### config.mk
export PLATFORM = sky130hd
export DESIGN_NAME = mem_access
export DESIGN_NICKNAME = d
export VERILOG_FILES = /design/src/rtl/mem_access.sv
export SDC_FILE = /design/constraint.sdc
export NUM_CORES = 1
export LEC_CHECK = 0
export CAP_MARGIN = 10
export CORE_AREA = 2 2 103 105
export CTS_BUF_LIST = sky130_fd_sc_hd__clkbuf_2 sky130_fd_sc_hd__clkbuf_4 sky130_fd_sc_hd__clkbuf_8
export DETAILED_ROUTE_END_ITERATION = 10
export DIE_AREA = 0 0 105 107
export PLACE_DENSITY = 0.91
export SLEW_MARGIN = 10
export SYNTH_ARGS = -nofsm -noshare
export SYNTH_HDL_FRONTEND = slang
export SYNTH_SLANG_ARGS = --single-unit
### constraint.sdc
create_clock -name clk -period 6.17 [get_ports clk]
set_clock_uncertainty 0.15 [all_clocks]
set_input_delay 0.9255 -clock clk [delete_from_list [all_inputs] [get_ports clk]]
set_output_delay 0.9255 -clock clk [all_outputs]
set_load 0.03 [all_outputs]
### src/rtl/mem_access.sv
// mem_access: MEM stage of the pipeline. Non-memory ops pass straight through
// to the MEM/WB register. Loads and stores run byte-serially over an 8-bit RAM
// port, with a pipeline stall requested until the access completes.
//
// Ports
//   clk, rst            clock; asynchronous active-low reset
//   mem_rd/wreg/wdata/pc   destination, write enable, ALU result, PC (EX/MEM)
//   mem_addr/reg2/aluop    effective address, store data, opcode (EX/MEM)
//   o_rd/wreg/wdata/pc     result to the MEM/WB register
//   stallreq_mem           stall request to the pipeline controller
//   ram_req/we/a/dout      byte request, write strobe, byte address, store byte
//   ram_din/ack            read byte, per-byte completion (same cycle as req)
//   misalign_err           only with MEM_MISALIGN_CHECK_EN: misaligned H/W op
//
// Optional feature macro: MEM_MISALIGN_CHECK_EN

`ifndef MEM_ACCESS_DEFINES
`define MEM_ACCESS_DEFINES
`define RegBus      32
`define RegAddrBus  5
`define AluOpBus    8
`define MemAddrBus  32
`define EXE_LB_OP   8'b1110_0000
`define EXE_LH_OP   8'b1110_0001
`define EXE_LW_OP   8'b1110_0011
`define EXE_LBU_OP  8'b1110_0100
`define EXE_LHU_OP  8'b1110_0101
`define EXE_SB_OP   8'b1110_1000
`define EXE_SH_OP   8'b1110_1001
`define EXE_SW_OP   8'b1110_1011
`endif

module mem_access (
  input  logic                     clk,
  input  logic                     rst,
  input  logic [`RegAddrBus-1:0]   mem_rd,
  input  logic                     mem_wreg,
  input  logic [`RegBus-1:0]       mem_wdata,
  input  logic [`MemAddrBus-1:0]   mem_pc,
  input  logic [`MemAddrBus-1:0]   mem_addr,
  input  logic [`RegBus-1:0]       mem_reg2,
  input  logic [`AluOpBus-1:0]     mem_aluop,
  output logic [`RegAddrBus-1:0]   o_rd,
  output logic                     o_wreg,
  output logic [`RegBus-1:0]       o_wdata,
  output logic [`MemAddrBus-1:0]   o_pc,
  output logic                     stallreq_mem,
  output logic                     ram_req,
  output logic                     ram_we,
  output logic [`MemAddrBus-1:0]   ram_a,
  output logic [7:0]               ram_dout,
  input  logic [7:0]               ram_din,
  input  logic                     ram_ack
`ifdef MEM_MISALIGN_CHECK_EN
  ,
  output logic                     misalign_err
`endif
);

  typedef enum logic [1:0] {IDLE, ACCESS, DONE} state_t;

  state_t             state_q, state_d;
  logic [1:0]         cnt_q, cnt_d;
  logic [`RegBus-1:0] data_q, data_d;

  logic               is_load, is_store, is_half, is_word, is_mem;
  logic [1:0]         last_cnt;
  logic               misaligned;
  logic [`RegBus-1:0] st_shift;

  always_comb begin
    is_load  = 1'b0;
    is_store = 1'b0;
    is_half  = 1'b0;
    is_word  = 1'b0;
    case (mem_aluop)
      `EXE_LB_OP, `EXE_LBU_OP: is_load = 1'b1;
      `EXE_LH_OP, `EXE_LHU_OP: begin is_load = 1'b1;  is_half = 1'b1; end
      `EXE_LW_OP:              begin is_load = 1'b1;  is_word = 1'b1; end
      `EXE_SB_OP:              is_store = 1'b1;
      `EXE_SH_OP:              begin is_store = 1'b1; is_half = 1'b1; end
      `EXE_SW_OP:              begin is_store = 1'b1; is_word = 1'b1; end
      default: ;
    endcase
    is_mem   = is_load | is_store;
    last_cnt = is_word ? 2'd3 : (is_half ? 2'd1 : 2'd0);
  end

`ifdef MEM_MISALIGN_CHECK_EN
  assign misaligned   = (is_half && mem_addr[0]) || (is_word && (mem_addr[1:0] != 2'b00));
  assign misalign_err = rst && (state_q == IDLE) && is_mem && misaligned;
`else
  assign misaligned = 1'b0;
`endif

  // Little-endian store byte selection: byte cnt sits at bits [8*cnt +: 8].
  assign st_shift = mem_reg2 >> {cnt_q, 3'b000};

  always_comb begin
    state_d      = state_q;
    cnt_d        = cnt_q;
    data_d       = data_q;
    o_rd         = mem_rd;
    o_pc         = mem_pc;
    o_wreg       = mem_wreg;
    o_wdata      = mem_wdata;
    stallreq_mem = 1'b0;
    ram_req      = 1'b0;
    ram_we       = 1'b0;
    ram_a        = '0;
    ram_dout     = 8'h00;

    case (state_q)
      IDLE: begin
        if (is_mem) begin
          o_wreg  = 1'b0;
          o_wdata = '0;
          // A rejected misaligned op completes in this cycle without a stall.
          if (!misaligned) begin
            stallreq_mem = 1'b1;
            state_d      = ACCESS;
            cnt_d        = 2'd0;
            data_d       = '0;
          end
        end
      end
      ACCESS: begin
        o_wreg       = 1'b0;
        o_wdata      = '0;
        stallreq_mem = 1'b1;
        ram_req      = 1'b1;
        ram_we       = is_store;
        ram_a        = mem_addr + {30'd0, cnt_q};
        ram_dout     = st_shift[7:0];
        if (ram_ack) begin
          if (is_load) data_d[{cnt_q, 3'b000} +: 8] = ram_din;
          if (cnt_q == last_cnt) state_d = DONE;
          else                   cnt_d   = cnt_q + 2'd1;
        end
      end
      DONE: begin
        state_d = IDLE;
        case (mem_aluop)
          `EXE_LB_OP:  o_wdata = {{24{data_q[7]}}, data_q[7:0]};
          `EXE_LBU_OP: o_wdata = {24'd0, data_q[7:0]};
          `EXE_LH_OP:  o_wdata = {{16{data_q[15]}}, data_q[15:0]};
          `EXE_LHU_OP: o_wdata = {16'd0, data_q[15:0]};
          `EXE_LW_OP:  o_wdata = data_q;
          default:     o_wdata = '0;
        endcase
        if (!is_load) o_wreg = 1'b0;
      end
      default: state_d = IDLE;
    endcase

    // Outputs are forced low while reset is held; this also drops ram_req
    // immediately when reset hits mid-access.
    if (!rst) begin
      o_rd         = '0;
      o_pc         = '0;
      o_wreg       = 1'b0;
      o_wdata      = '0;
      stallreq_mem = 1'b0;
      ram_req      = 1'b0;
      ram_we       = 1'b0;
      ram_a        = '0;
      ram_dout     = 8'h00;
    end
  end

  always_ff @(posedge clk or negedge rst) begin
    if (!rst) begin
      state_q <= IDLE;
      cnt_q   <= 2'd0;
      data_q  <= '0;
    end else begin
      state_q <= state_d;
      cnt_q   <= cnt_d;
      data_q  <= data_d;
    end
  end

endmodule

==> impl_metrics.json <==
{
  "status": "finished, final reports clean",
  "syn_area_um2": 3610,
  "drive_gt1_share_pct": 5.06,
  "post_drt_wl_per_cell_um": 19.1,
  "final_cell_area_um2": 6460,
  "power.density_nw_per_um2": 180,
  "io_pins": 266,
  "grt-ovfl-total": 0,
  "yosysTopAreaCell": "dfrtp_1",
  "synth.area.top_cells": "dfrtp_1 25%, and2_1 6.4%, nand2_1 5.9%",
  "ir_worst_vdd_v": 0.000117,
  "ys_top_cells_by_count": "57 x nand2_1, 37 x and2_1, 36 x dfrtp_1",
  "cts_tree": "yes",
  "worstPathArrival_ns": 4.13,
  "antennaDiodeCount": 0,
  "async_reset_ff_share_pct": 100,
  "dieArea_um2": 11200,
  "max_freq_mhz": 192,
  "first_pass_iters": 5,
  "yosysMostFrequentCell": "nand2_1",
  "hold_viol_final": 0,
  "viasPerCell": 5.48,
  "clock_path_buffers": 2,
  "postSynthRegisterBits": 36,
  "gp_congestion": 0.915,
  "fin_nets": 870,
  "timing.rr.start": "cnt_q[0]$_DFFE_PN0P_",
  "ys_seq_area_share_pct": 24.9,
  "rows": 37,
  "dieWidth_um": 105,
  "ys.flop_type": "dfrtp_1",
  "regArea_um2": 901,
  "antenna_found_initial": 0,
  "slew_headroom_pct": 25.9,
  "use_met3_pct": 5.23,
  "tightest_slew_ns": 1.11,
  "report.power.total_uw": 1160,
  "ctsResizeCount": 0,
  "place_area_um2": 6340,
  "hp-class": "flop to flop",
  "grt_max_degree": 59,
  "clock_sinks": 36,
  "synth_area_per_cell_um2": 7.84,
  "rsz0062_at_grt": "false",
  "clockRootBuffer": "clkbuf_8",
  "layout_min_cycle_time_ns": 5.21,
  "postCtsSetupRepairBufs": 0,
  "p_sw_uw": 491,
  "num_vias": 4643,
  "crit_path_end_kind": "output port",
  "grt_pass1_vias": 4439,
  "cp-startpoint": "mem_aluop[2]",
  "pwr-share-clk_pct": 18.2,
  "cp.required_ns": 5.09,
  "clk_latency_ns": 0.29,
  "ys_warn_count": 0,
  "r2r_slack_ns": 2.91,
  "coreArea_um2": 10100,
  "cp-start-kind": "input pin",
  "max_cap_viol_count": 0,
  "fillers": 865,
  "pwr-share-seq_pct": 23.7,
  "wirelength_mm": 16.2,
  "period_share_pct": 84.4,
  "p_int_uw": 670,
  "numCtsBuffers": 5,
  "cts_max_level": 2,
  "synth_edf_count": 0,
  "drtAntennaViolNets": 0,
  "syn-num-nets": 621,
  "finalSetupViolCount": 0,
  "ff2ff_path_depth": 6,
  "worstPathMaxFanout": 24,
  "die_h_um": 107,
  "use_met2_pct": 49.3,
  "multi_input_comb_area_um2": 2490,
  "synth_top_area_share_pct": 24.9,
  "fin_worst_hold_slack_ns": 0.340,
  "grtUsageTotal_pct": 27.4,
  "holdBufCountCts": 0,
  "drc_errors": 0,
  "floorplan.initialDensity_pct": 35.8,
  "setup-tns-final_ns": 0,
  "final_max_slew_viol_count": 0,
  "grt_pass1_wl_mm": 24.2,
  "grt-busiest-layer": "met2",
  "power.share.combinational_pct": 58.1,
  "synthCells": 461,
  "portBuffers": 265,
  "grt_util_met1_pct": 32.1,
  "swShare_pct": 42.3,
  "hpwl_mm": 13.1,
  "p_leak_uw": 0.00244,
  "syn_to_final_growth_pct": 78.7,
  "crit_type": "input pin to output port",
  "drt-initial-drc-count": 546,
  "clkTransAtPathRegs_ns": 0.07,
  "endpoint": "o_wdata[24]",
  "r2r_end": "data_q[23]$_DFFE_PN0P_",
  "ys_types": 51
}
-- worst max-delay path, cell delays in order --
cell	delay, ns
clkdlybuf4s50_1	0.57
nand2b_4	0.27
a211oi_1	0.46
nand3_1	0.74
o2bb2ai_1	0.44
clkdlybuf4s50_1	0.72
-- per-stage QoR --
step,std cells,setup WS (ns),util (%)
floorplan,461,2.28,-
global placement,839,1.27,62.9
detailed placement,839,0.972,62.9
CTS,847,0.977,64.0
global route,847,0.735,64.0
finish,847,0.964,64.0
-- sequential cells by signal (all words and copies together), names as in the netlist --
name and flops:
data_q 32, state_q 2, cnt_q 2
-- cell usage in the layout, fill, tap and decap left out, types with 2 or more instances in the layout --
cell type,n
clkdlybuf4s50_1,264
nand2_1,57
and2_1,37
dfrtp_1,36
o21ai_0,35
nor2_1,34
a21oi_1,31
o2bb2ai_1,24
inv_1,22
xor2_1,21
nand3_1,20
a22o_1,16
and3_1,15
nor3_1,9
nand4_1,9
mux4_2,8
buf_4,7
ha_1,6
xnor2_1,5
clkbuf_8,5
a211oi_1,4
or3_1,4
nor2b_1,3
nand2b_1,3
o221ai_1,3
and4_1,2
nand4_2,2
nor4_4,2
nor4_2,2
-- kinds of logic after synthesis --
family                   count (synthesis)  share of synthesized area (%)
AND/OR/NAND/NOR                        207                           31.1
multiplexers                             9                           5.26
buffers and inverters                   52                           6.27
adder cells (fa/ha/maj)                  7                           2.63
flip-flops                              36                           24.9
AO/OA/AOI/OAI                          124                           23.5
XOR/XNOR                                26                           6.30
-- final cells by class --
type / instances / share of cell area [%]
Clock buffer: 5 / 1.07
Clock inverter: 3 / 0.659
Inverter: 22 / 1.28
Multi-Input combinational cell: 373 / 38.6
Sequential cell: 36 / 14.0
Tap cell: 136 / 2.64
Timing Repair Buffer: 272 / 41.8
-- power groups by stage --
stage	clock network (µW)	registers, µW	logic [µW]
2_1_floorplan	0	256	377
3_3_place_gp	0	279	660
3_5_place_dp	0	280	670
4_1_cts	210	275	674
5_1_grt	225	279	709
6_report	211	275	674
-- per-layer routing --
metal / vias to the layer above / routed length (µm) / part of all wire, %
met3: 39 / 1160 / 7.2
li1: 2152 / - / -
met4: 0 / 596 / 3.7
met5: - / 0 / 0
met2: 248 / 8320 / 51
met1: 2204 / 6110 / 38
-- how the worst min path moves through the flow --
stage | from | to | slack, ns | cells past startpoint
CTS | data_q[8]$_DFFE_PN0P_ | data_q[8]$_DFFE_PN0P_ | 0.34 | 2
floorplan | data_q[10]$_DFFE_PN0P_ | data_q[10]$_DFFE_PN0P_ | 0.30 | 2
finish | data_q[8]$_DFFE_PN0P_ | data_q[8]$_DFFE_PN0P_ | 0.34 | 2
detailed placement | data_q[8]$_DFFE_PN0P_ | data_q[8]$_DFFE_PN0P_ | 0.32 | 2
global route | data_q[2]$_DFFE_PN0P_ | data_q[2]$_DFFE_PN0P_ | 0.37 | 2
global placement | data_q[10]$_DFFE_PN0P_ | data_q[10]$_DFFE_PN0P_ | 0.31 | 2
Note: power is estimated with default switching activity, not from simulation.
